File: config.mk
export PLATFORM = sky130hd
export DESIGN_NAME = unidade_controle_exp6
export DESIGN_NICKNAME = d
export VERILOG_FILES = /design/src/rtl/exp6_defs_pkg.sv /design/src/rtl/unidade_controle_exp6_contador_intervalo.sv /design/src/rtl/unidade_controle_exp6.sv
export SDC_FILE = /design/constraint.sdc
export NUM_CORES = 1
export LEC_CHECK = 0
export ABC_AREA = 1
export ABC_CLOCK_PERIOD_IN_PS = 1600
export BUFFER_PORTS_ARGS = -buffer_cell sky130_fd_sc_hd__buf_2
export CAP_MARGIN = 40
export CORE_UTILIZATION = 40
export CTS_CLUSTER_DIAMETER = 200
export CTS_CLUSTER_SIZE = 20
export DETAILED_ROUTE_END_ITERATION = 10
export PLACE_DENSITY_LB_ADDON = 0.08
export SYNTH_ARGS = -nofsm -noshare
export SYNTH_HDL_FRONTEND = slang
export SYNTH_SLANG_ARGS = --single-unit
File: constraint.sdc
create_clock -name clock -period 1.6 [get_ports clock]
set_input_delay 0.24 -clock clock [delete_from_list [all_inputs] [get_ports clock]]
set_output_delay 0.24 -clock clock [all_outputs]
set_load 0.01 [all_outputs]
File: src/rtl/exp6_defs_pkg.sv
// Shared definitions for the progressive-sequence game control unit:
// state codes, default replay timing and a small sizing helper.
package exp6_defs;

    localparam logic [3:0] ST_INICIAL          = 4'h0;
    localparam logic [3:0] ST_PREPARACAO       = 4'h1;
    localparam logic [3:0] ST_INICIA_SEQ       = 4'h2;
    localparam logic [3:0] ST_MOSTRA           = 4'h3;
    localparam logic [3:0] ST_INTERVALO_MOSTRA = 4'h4;
    localparam logic [3:0] ST_PROXIMO_MOSTRA   = 4'h5;
    localparam logic [3:0] ST_INICIO_JOGADA    = 4'h6;
    localparam logic [3:0] ST_ESPERA_JOGADA    = 4'h7;
    localparam logic [3:0] ST_REGISTRA         = 4'h8;
    localparam logic [3:0] ST_COMPARACAO       = 4'h9;
    localparam logic [3:0] ST_PROXIMA_JOGADA   = 4'hA;
    localparam logic [3:0] ST_ULTIMA_SEQ       = 4'hB;
    localparam logic [3:0] ST_PROXIMA_SEQ      = 4'hC;
    localparam logic [3:0] ST_FIM_ACERTOU      = 4'hD;
    localparam logic [3:0] ST_FIM_ERROU        = 4'hE;
    localparam logic [3:0] ST_FIM_TIMEOUT      = 4'hF;

    typedef enum logic [3:0] {
        INICIAL          = ST_INICIAL,
        PREPARACAO       = ST_PREPARACAO,
        INICIA_SEQ       = ST_INICIA_SEQ,
        MOSTRA           = ST_MOSTRA,
        INTERVALO_MOSTRA = ST_INTERVALO_MOSTRA,
        PROXIMO_MOSTRA   = ST_PROXIMO_MOSTRA,
        INICIO_JOGADA    = ST_INICIO_JOGADA,
        ESPERA_JOGADA    = ST_ESPERA_JOGADA,
        REGISTRA         = ST_REGISTRA,
        COMPARACAO       = ST_COMPARACAO,
        PROXIMA_JOGADA   = ST_PROXIMA_JOGADA,
        ULTIMA_SEQ       = ST_ULTIMA_SEQ,
        PROXIMA_SEQ      = ST_PROXIMA_SEQ,
        FIM_ACERTOU      = ST_FIM_ACERTOU,
        FIM_ERROU        = ST_FIM_ERROU,
        FIM_TIMEOUT      = ST_FIM_TIMEOUT
    } estado_t;

    localparam int T_MOSTRA_DEFAULT  = 1000;
    localparam int T_APAGADO_DEFAULT = 250;

    function automatic int max_int(input int a, input int b);
        return (a > b) ? a : b;
    endfunction

endpackage

File: src/rtl/unidade_controle_exp6_contador_intervalo.sv
// Interval timer for the LED replay: counts while enabled and flags the last
// cycle of either the lit period or the dark gap, selected by sel_apagado.
module contador_intervalo
    import exp6_defs::*;
#(
    parameter int T_MOSTRA  = T_MOSTRA_DEFAULT,
    parameter int T_APAGADO = T_APAGADO_DEFAULT
) (
    input  logic clock,
    input  logic reset,
    input  logic clear,
    input  logic enable,
    input  logic sel_apagado,
    output logic done
);

    localparam int W = $clog2(max_int(T_MOSTRA, T_APAGADO)) + 1;
    localparam logic [W-1:0] FIM_MOSTRA  = W'(T_MOSTRA - 1);
    localparam logic [W-1:0] FIM_APAGADO = W'(T_APAGADO - 1);

    logic [W-1:0] count;

    always_ff @(posedge clock or negedge reset) begin
        if (!reset) begin
            count <= '0;
        end else if (clear) begin
            count <= '0;
        end else if (enable) begin
            count <= count + 1'b1;
        end
    end

    always_comb begin
        done = 1'b0;
        if (enable) begin
            done = (count == (sel_apagado ? FIM_APAGADO : FIM_MOSTRA));
        end
    end

endmodule

File: src/rtl/unidade_controle_exp6.sv
// Moore control unit for the progressive-sequence game: replays the first
// limit+1 memory entries, then collects as many timed player moves.
module unidade_controle_exp6
    import exp6_defs::*;
#(
    parameter int T_MOSTRA  = T_MOSTRA_DEFAULT,
    parameter int T_APAGADO = T_APAGADO_DEFAULT
) (
    input  logic       clock,
    input  logic       reset,
    input  logic       jogar,
    input  logic       fimE,
    input  logic       fimL,
    input  logic       enderecoIgualLimite,
    input  logic       jogada,
    input  logic       igual,
    input  logic       timeout,
    output logic       zeraE,
    output logic       contaE,
    output logic       zeraL,
    output logic       contaL,
    output logic       zeraR,
    output logic       registraR,
    output logic       zeraT,
    output logic       contaT,
    output logic       mostra_leds,
    output logic       ganhou,
    output logic       perdeu,
    output logic       pronto,
    output logic       db_timeout,
    output logic [3:0] db_estado
);

    estado_t estado;
    estado_t proximo;
    logic    timer_done;
    logic    timer_clear;
    logic    timer_enable;
    logic    unused_fim_e;

    assign unused_fim_e = fimE;

    assign timer_enable = (estado == MOSTRA) || (estado == INTERVALO_MOSTRA);
    assign timer_clear  = (proximo != estado);

    contador_intervalo #(
        .T_MOSTRA  (T_MOSTRA),
        .T_APAGADO (T_APAGADO)
    ) u_intervalo (
        .clock       (clock),
        .reset       (reset),
        .clear       (timer_clear),
        .enable      (timer_enable),
        .sel_apagado (estado == INTERVALO_MOSTRA),
        .done        (timer_done)
    );

    always_ff @(posedge clock or negedge reset) begin
        if (!reset) begin
            estado <= INICIAL;
        end else begin
            estado <= proximo;
        end
    end

    always_comb begin
        proximo = estado;
        unique case (estado)
            INICIAL:          if (jogar) proximo = PREPARACAO;
            PREPARACAO:       proximo = INICIA_SEQ;
            INICIA_SEQ:       proximo = MOSTRA;
            MOSTRA:           if (timer_done) proximo = INTERVALO_MOSTRA;
            INTERVALO_MOSTRA: begin
                if (timer_done) begin
                    proximo = enderecoIgualLimite ? INICIO_JOGADA : PROXIMO_MOSTRA;
                end
            end
            PROXIMO_MOSTRA:   proximo = MOSTRA;
            INICIO_JOGADA:    proximo = ESPERA_JOGADA;
            // A move arriving together with the timeout still counts as a move.
            ESPERA_JOGADA: begin
                if (jogada) begin
                    proximo = REGISTRA;
                end else if (timeout) begin
                    proximo = FIM_TIMEOUT;
                end
            end
            REGISTRA:         proximo = COMPARACAO;
            COMPARACAO: begin
                if (!igual) begin
                    proximo = FIM_ERROU;
                end else if (enderecoIgualLimite) begin
                    proximo = ULTIMA_SEQ;
                end else begin
                    proximo = PROXIMA_JOGADA;
                end
            end
            PROXIMA_JOGADA:   proximo = ESPERA_JOGADA;
            ULTIMA_SEQ:       proximo = fimL ? FIM_ACERTOU : PROXIMA_SEQ;
            PROXIMA_SEQ:      proximo = INICIA_SEQ;
            FIM_ACERTOU, FIM_ERROU, FIM_TIMEOUT: begin
                if (jogar) proximo = PREPARACAO;
            end
            default:          proximo = INICIAL;
        endcase
    end

    always_comb begin
        zeraE       = 1'b0;
        contaE      = 1'b0;
        zeraL       = 1'b0;
        contaL      = 1'b0;
        zeraR       = 1'b0;
        registraR   = 1'b0;
        zeraT       = 1'b0;
        contaT      = 1'b0;
        mostra_leds = 1'b0;
        ganhou      = 1'b0;
        perdeu      = 1'b0;
        pronto      = 1'b0;
        db_timeout  = 1'b0;
        unique case (estado)
            PREPARACAO: begin
                zeraE = 1'b1;
                zeraL = 1'b1;
                zeraR = 1'b1;
                zeraT = 1'b1;
            end
            INICIA_SEQ: begin
                zeraE = 1'b1;
                zeraT = 1'b1;
            end
            MOSTRA:         mostra_leds = 1'b1;
            PROXIMO_MOSTRA: contaE = 1'b1;
            INICIO_JOGADA: begin
                zeraE = 1'b1;
                zeraR = 1'b1;
                zeraT = 1'b1;
            end
            ESPERA_JOGADA:  contaT = 1'b1;
            REGISTRA:       registraR = 1'b1;
            PROXIMA_JOGADA: begin
                contaE = 1'b1;
                zeraT  = 1'b1;
            end
            PROXIMA_SEQ:    contaL = 1'b1;
            FIM_ACERTOU: begin
                pronto = 1'b1;
                ganhou = 1'b1;
            end
            FIM_ERROU: begin
                pronto = 1'b1;
                perdeu = 1'b1;
            end
            FIM_TIMEOUT: begin
                pronto     = 1'b1;
                perdeu     = 1'b1;
                db_timeout = 1'b1;
            end
            default: ;
        endcase
    end

    assign db_estado = estado;

endmodule

==> flow_summary.toml, run 1 <==
[detailed_routing]
wl_per_cell_um = 11.4
num_vias = 1333
drt_pass1_iterations = 4
drtIter0Drc = 39
totalWireLength_um = 3150
postRouteAntennaNets = 0
drt-vias-per-instance = 4.83
drcViolationCount = 0

[setup_path]
cp-start-kind = "flop"
critPathMaxFanout = 11
end_kind = "flop"
critPathArrivalTime_ns = 1.96
path_class = "reg -> reg"
required_ns = 1.78

[logic_synthesis]
ys.flop_type = "dfrtp_1"
synthDistinctLibCells = 24
syn_area_um2 = 1160
synth_warnings = 0
syn_nets = 181
synthAdderAreaFrac_pct = 1.08
synth_simple_gate_area_share_pct = 45.3
avgSynthCellArea_um2 = 6.79
synth_top_area_share_pct = 32.3
synth_edf_count = 0
ys_ff_latch = 15
synthCells = 171
synth_largest_area_cell = "dfrtp_1"
yosysSeqAreaShare_pct = 32.3
synth_area_leaders = "dfrtp_1 (32%), nand2_1 (14%), nor2_1 (9.4%)"
synth_top_family_by_area = "simple AND/OR/NAND/NOR gates"
yosysMostFrequentCell = "nand2_1"
ys_async_sr_fraction_pct = 100
synth_compound_area_share_pct = 5.17
synth_xor_area_share_pct = 7.54
synth_common_cells = "nand2_1 (43), nor2_1 (29), inv_1 (17)"
muxShareOfSynthArea_pct = 0.862

[sta]
setup_viol = 17
clock.fmax_mhz = 565
fin_hold_ws_ns = 0.303
tightest_slew_ns = 0.362
slew_violations = 0
fin_ws_ns = -0.171
skew_ns = 0.00387
finalHoldViolCount = 0
post-route-min-period_ns = 1.77
maxSlewHeadroom_pct = 75.6
rsz0062_at_grt = "yes"
period_share_pct = 111

[power]
irDropWorstVdd_mv = 1.67
leakagePower_nw = 0.967
p_total_mw = 3.50
power_density_nw_per_um2 = 1880

[final_layout]
finalInstanceArea_um2 = 1860
drive_gt1_share_pct = 52.2
diodes = 0
post-route-util_pct = 67.6
fillers = 233
area_delta_synth_final_pct = 60.6
fin_nets = 256

[floorplanning]
io_pins = 26
rows = 19
die_area_um2 = 3120
die-height_um = 55.9
core-area_um2 = 2760
start_util_pct = 42.1
die_x_um = 55.9

[clock_network]
cts_tree = "built"
cts.sinks = 15
numCtsBuffers = 3
cts_root_buf = "clkbuf_4"
cts_max_path_buffers = 2
clock_latency_ns = 0.28
cts_max_level = 1
cts.clk_slew.worst_paths_ns = 0.09

[place]
port_buffers = 24
place_congestion = 0.942
dp_slack_ns = -0.154
hpwlAfterDp_um = 2410
place_area_um2 = 1650

[run]
cap_violations = 0

[run_status]
violations = "setup timing"
status = "finished with violations"

[global_route]
grt_usage_pct = 21.1
grt_max_degree = 16
grt.overflow.total = 0
antenna_found_initial = 0
grt_pass1_wl_um = 5220
grt_pass1_vias = 1170

[worst_hold_path]
min_path_type = "in -> reg"
==> worst max-delay path, cell delays in order, from the launching register on <==
cell,delay [ns]
dfrtp_2,0.47
inv_4,0.07
buf_4,0.13
buf_4,0.13
o21ai_0,0.32
a31oi_1,0.14
nand2_1,0.10
nor2_2,0.05
nand3_2,0.08
buf_12,0.14
nor2_1,0.04
==> worst paths after layout <==
| path | endpoint | depth (start not counted) | startpoint | slack [ns] |
|---|---|---|---|---|
| setup / recovery | u_intervalo.count[7] | 10 | db_estado[1] | -0.17 |
| hold / removal | db_estado[1] | 3 | enderecoIgualLimite | 0.30 |
| setup reg to reg | u_intervalo.count[7] | 10 | db_estado[1] | -0.17 |
| hold reg to reg | u_intervalo.count[9] | 2 | u_intervalo.count[9] | 0.61 |
| max in group asynchronous | db_estado[0] | 2 | reset | 0.96 |
| min in group asynchronous | u_intervalo.count[5] | 2 | reset | 0.37 |
==> power breakdown <==
part           total, mW  leakage [nW]  switching [mW]  internal [mW]
Combinational       2.68         0.752            1.44           1.24
Sequential         0.605         0.197           0.149          0.456
Clock              0.216        0.0177           0.123         0.0929
Total               3.50         0.967            1.71           1.79
==> stage by stage <==
step | TNS, ns | cells
after global routing | -4.48 | 276
final | -2.32 | 276
after CTS | -1.81 | 274
after global placement | -1.43 | 265
after detailed placement | -1.61 | 265
after floorplan | 0 | 171
==> registers in the layout, indices dropped and copies added (netlist names) <==
signal and count:
db_estado 4, u_intervalo.count 11
==> layer usage <==
layer | up-vias | share of wire (%) | global-route usage, %
met1 | 605 | 46 | 28.4
met2 | 36 | 48 | 35.6
met3 | 4 | 4.8 | 5.12
met4 | 0 | 1.3 | 2.44
li1 | 688 | - | -
met5 | - | 0 | 0
==> layout by cell type (no fill, tap or decap), drive strengths merged <==
cell,n
a21oi,2
a31oi,1
buf,70
clkbuf,3
clkinv,1
dfrtp,15
dlygate4sd3,1
ha,1
inv,21
mux2i,1
nand2,48
nand3,12
nand3b,1
nand4,5
nor2,45
nor3,1
o211ai,1
o21ai,5
o31ai,1
xnor2,2
xor2,8
==> cell type report <==
class | instances | area (µm²) | share of cell area (%)
multi-input combinational | 134 | 810 | 43.4
timing repair buffer | 71 | 522 | 28.0
sequential | 15 | 380 | 20.4
inverter | 21 | 86.3 | 4.63
tap | 31 | 38.8 | 2.08
clock buffer | 3 | 22.5 | 1.21
clock inverter | 1 | 5.00 | 0.268
==> cells by family (layout without fill, tap and decap cells) <==
group / after synthesis / after routing
AND/OR/NAND/NOR: 112 / 112
buffers and inverters: 22 / 96
flip-flops: 15 / 15
AO/OA/AOI/OAI: 10 / 10
XOR/XNOR: 10 / 10
adder cells (fa/ha/maj): 1 / 1
multiplexers: 1 / 1
==> what timing repair did <==
item                       in CTS  in global routing
setup endpoints to repair      18                 22
hold buffers                    1                  0
buffers inserted                4                  2
hold endpoints to repair       15                  0
resized for setup              23                 16
pin swaps                       1                  2
(Power assumes the default switching activity.)
==> run 2: changes to the inputs <==
SKIP_CTS_REPAIR_TIMING = 1   (was default)
==> run 2 against run 1 <==
  * Setup slack lost 0.0055 ns
  * Critical path depth is 1 higher
  * The run still ends with setup timing left
  * Power down 2.2%
  * Clock power is essentially flat
  * Sequential power up 1%
  * Fmax is 0.31% lower
  * Hold slack got worse by 0.0014 ns
==> flow_summary.toml, run 2 (synthesis gave the netlist of run 1 again) <==
[setup_path]
slowest_delay_ns = 0.49
critPathMaxFanout = 11
critPathLaunch = "db_estado[0]"
rr_worst_depth = 11
crit_family = "simple AND/OR/NAND/NOR gates"
crit_buf_inv = 2
r2r_slack_ns = -0.18
rr_endpoint = "u_intervalo.count[7]"
cp_common_cell = "nor2_1"
path_class = "reg -> reg"
required_ns = 1.83
cp-start-kind = "flop"
end_kind = "flop"
reg2reg_from = "db_estado[0]"
path_cells = "inv_4 -> nor2_1 -> nand2_2 -> o21ai_2 -> nor2_1 -> nand2_1 -> a21oi_2 -> nor2_2 -> nand3_2 -> buf_12 -> nor2_1"
critPathArrivalTime_ns = 2.00
critPathSlowestCell = "dfrtp_2"

[run_status]
violations = "setup timing"
status = "finished with violations"

[detailed_routing]
wl_per_cell_um = 11.5
drt_pass1_iterations = 4
postRouteAntennaNets = 0
drtIter0Drc = 44
num_vias = 1346
totalWireLength_um = 3120
drt-vias-per-instance = 4.95
drcViolationCount = 0

[clock_network]
cts_tree = "built"
cts_max_path_buffers = 2
numCtsBuffers = 3
clock_latency_ns = 0.29
cts_max_level = 1
cts_root_buf = "clkbuf_4"
cts.clk_slew.worst_paths_ns = 0.09
cts.sinks = 15

[power]
p_total_mw = 3.43
leakagePower_nw = 0.943
seqPwrFrac_pct = 17.9
irDropWorstVdd_mv = 1.68
clock_power_share_pct = 6.3
switchingPower_mw = 1.70
power_density_nw_per_um2 = 1870
p_comb_share_pct = 75.8
p_sw_share_pct = 49.7
intPower_mw = 1.72

[final_layout]
diodes = 0
max_flop_register = "u_intervalo.count"
fillers = 245
drive_gt1_share_pct = 52.3
layout.cells.most_common_list = "buf_4 (38), nand2_1 (36), nor2_1 (22), buf_2 (22), nor2_2 (16)"
area_delta_synth_final_pct = 57.4
layoutNonFillerInstCount = 272
fin_nets = 252
layout_commonest_cell = "buf_4"
largest_reg_flops = 11

[sta]
finalHoldViolCount = 0
tightest_slew_ns = 0.328
rsz0062_at_grt = "yes"
skew_ns = 0.00356
period_share_pct = 111
slew_violations = 0
maxSlewHeadroom_pct = 78.1
fin_ws_ns = -0.177
clock.fmax_mhz = 563
post-route-min-period_ns = 1.78
setup_viol = 17

[global_route]
grt_usage_pct = 19.6
antenna_found_initial = 0
grt_pass1_vias = 1141
grt_pass1_wl_um = 4890
grt_max_degree = 16
grt.overflow.total = 0

[place]
hpwlAfterDp_um = 2410
port_buffers = 24
dp_cells = 265
place_congestion = 0.942

[floorplanning]
io_pins = 26
die_x_um = 55.9
die_area_um2 = 3120
die-height_um = 55.9
start_util_pct = 42.1
rows = 19
core-area_um2 = 2760

[worst_hold_path]
whs_endpoint = "db_estado[1]"
min_path_cells = 3
min_path_type = "in -> reg"
hold_start = "enderecoIgualLimite"

[run]
cap_violations = 0
run 2: cell count changes in the layout (fill, tap and decap cells not counted), sizes merged:
cell | before | now
buf | 70 | 66
run 2: through the flow:
step,area (µm²),hold WS (ns),TNS (ns),setup slack [ns],util [%]
6_report,1830,0.301,-2.37,-0.177,66.3
5_1_grt,1830,0.312,-4.45,-0.298,66.3
4_1_cts,1670,-0.154,-2.64,-0.197,60.7
3_5_place_dp,1650,0.165,-1.61,-0.154,59.7
3_3_place_gp,1650,0.155,-1.43,-0.146,59.7
2_1_floorplan,1180,-0.0556,0,0.00698,-
run 2: worst max path at each step:
| stage | cells past startpoint | end | slack [ns] |
|---|---|---|---|
| 2_1_floorplan | 13 | u_intervalo.count[4] | 0.007 |
| 3_3_place_gp | 8 | u_intervalo.count[7] | -0.15 |
| 3_5_place_dp | 13 | u_intervalo.count[7] | -0.15 |
| 4_1_cts | 8 | zeraT | -0.20 |
| 5_1_grt | 13 | u_intervalo.count[1] | -0.30 |
| 6_report | 11 | u_intervalo.count[7] | -0.18 |
run 2: per-layer routing:
metal / up-vias / GRT usage (%) / wire length, µm
li1: 682 / - / -
met1: 612 / 27.4 / 1440
met2: 44 / 31.2 / 1460
met3: 8 / 5.58 / 176
met4: 0 / 2.79 / 49
met5: - / 0 / 0
run 2: layout make-up:
type | instances | area [µm²] | share of cell area (%)
clock inverter | 1 | 5.00 | 0.274
tap | 31 | 38.8 | 2.12
clock buffer | 3 | 22.5 | 1.23
inverter | 21 | 91.3 | 5.00
timing repair buffer | 67 | 482 | 26.4
multi-input combinational | 134 | 808 | 44.2
sequential | 15 | 380 | 20.8
run 2: power groups by stage:
stage	Clock, mW	Sequential [mW]	Combinational, mW
2_1_floorplan	0	0.579	1.25
3_3_place_gp	0	0.555	2.23
3_5_place_dp	0	0.559	2.26
4_1_cts	0.226	0.551	2.26
5_1_grt	0.243	0.624	2.81
6_report	0.217	0.612	2.60
run 2: worst register-to-register path: cells and delay by family (launching register included):
| kind | cells | cell delay, ns |
|---|---|---|
| and+or+nand+nor | 7 | 0.79 |
| DFF | 1 | 0.49 |
| buffers and inverters | 2 | 0.24 |
| AOI/OAI and AO/OA | 2 | 0.19 |
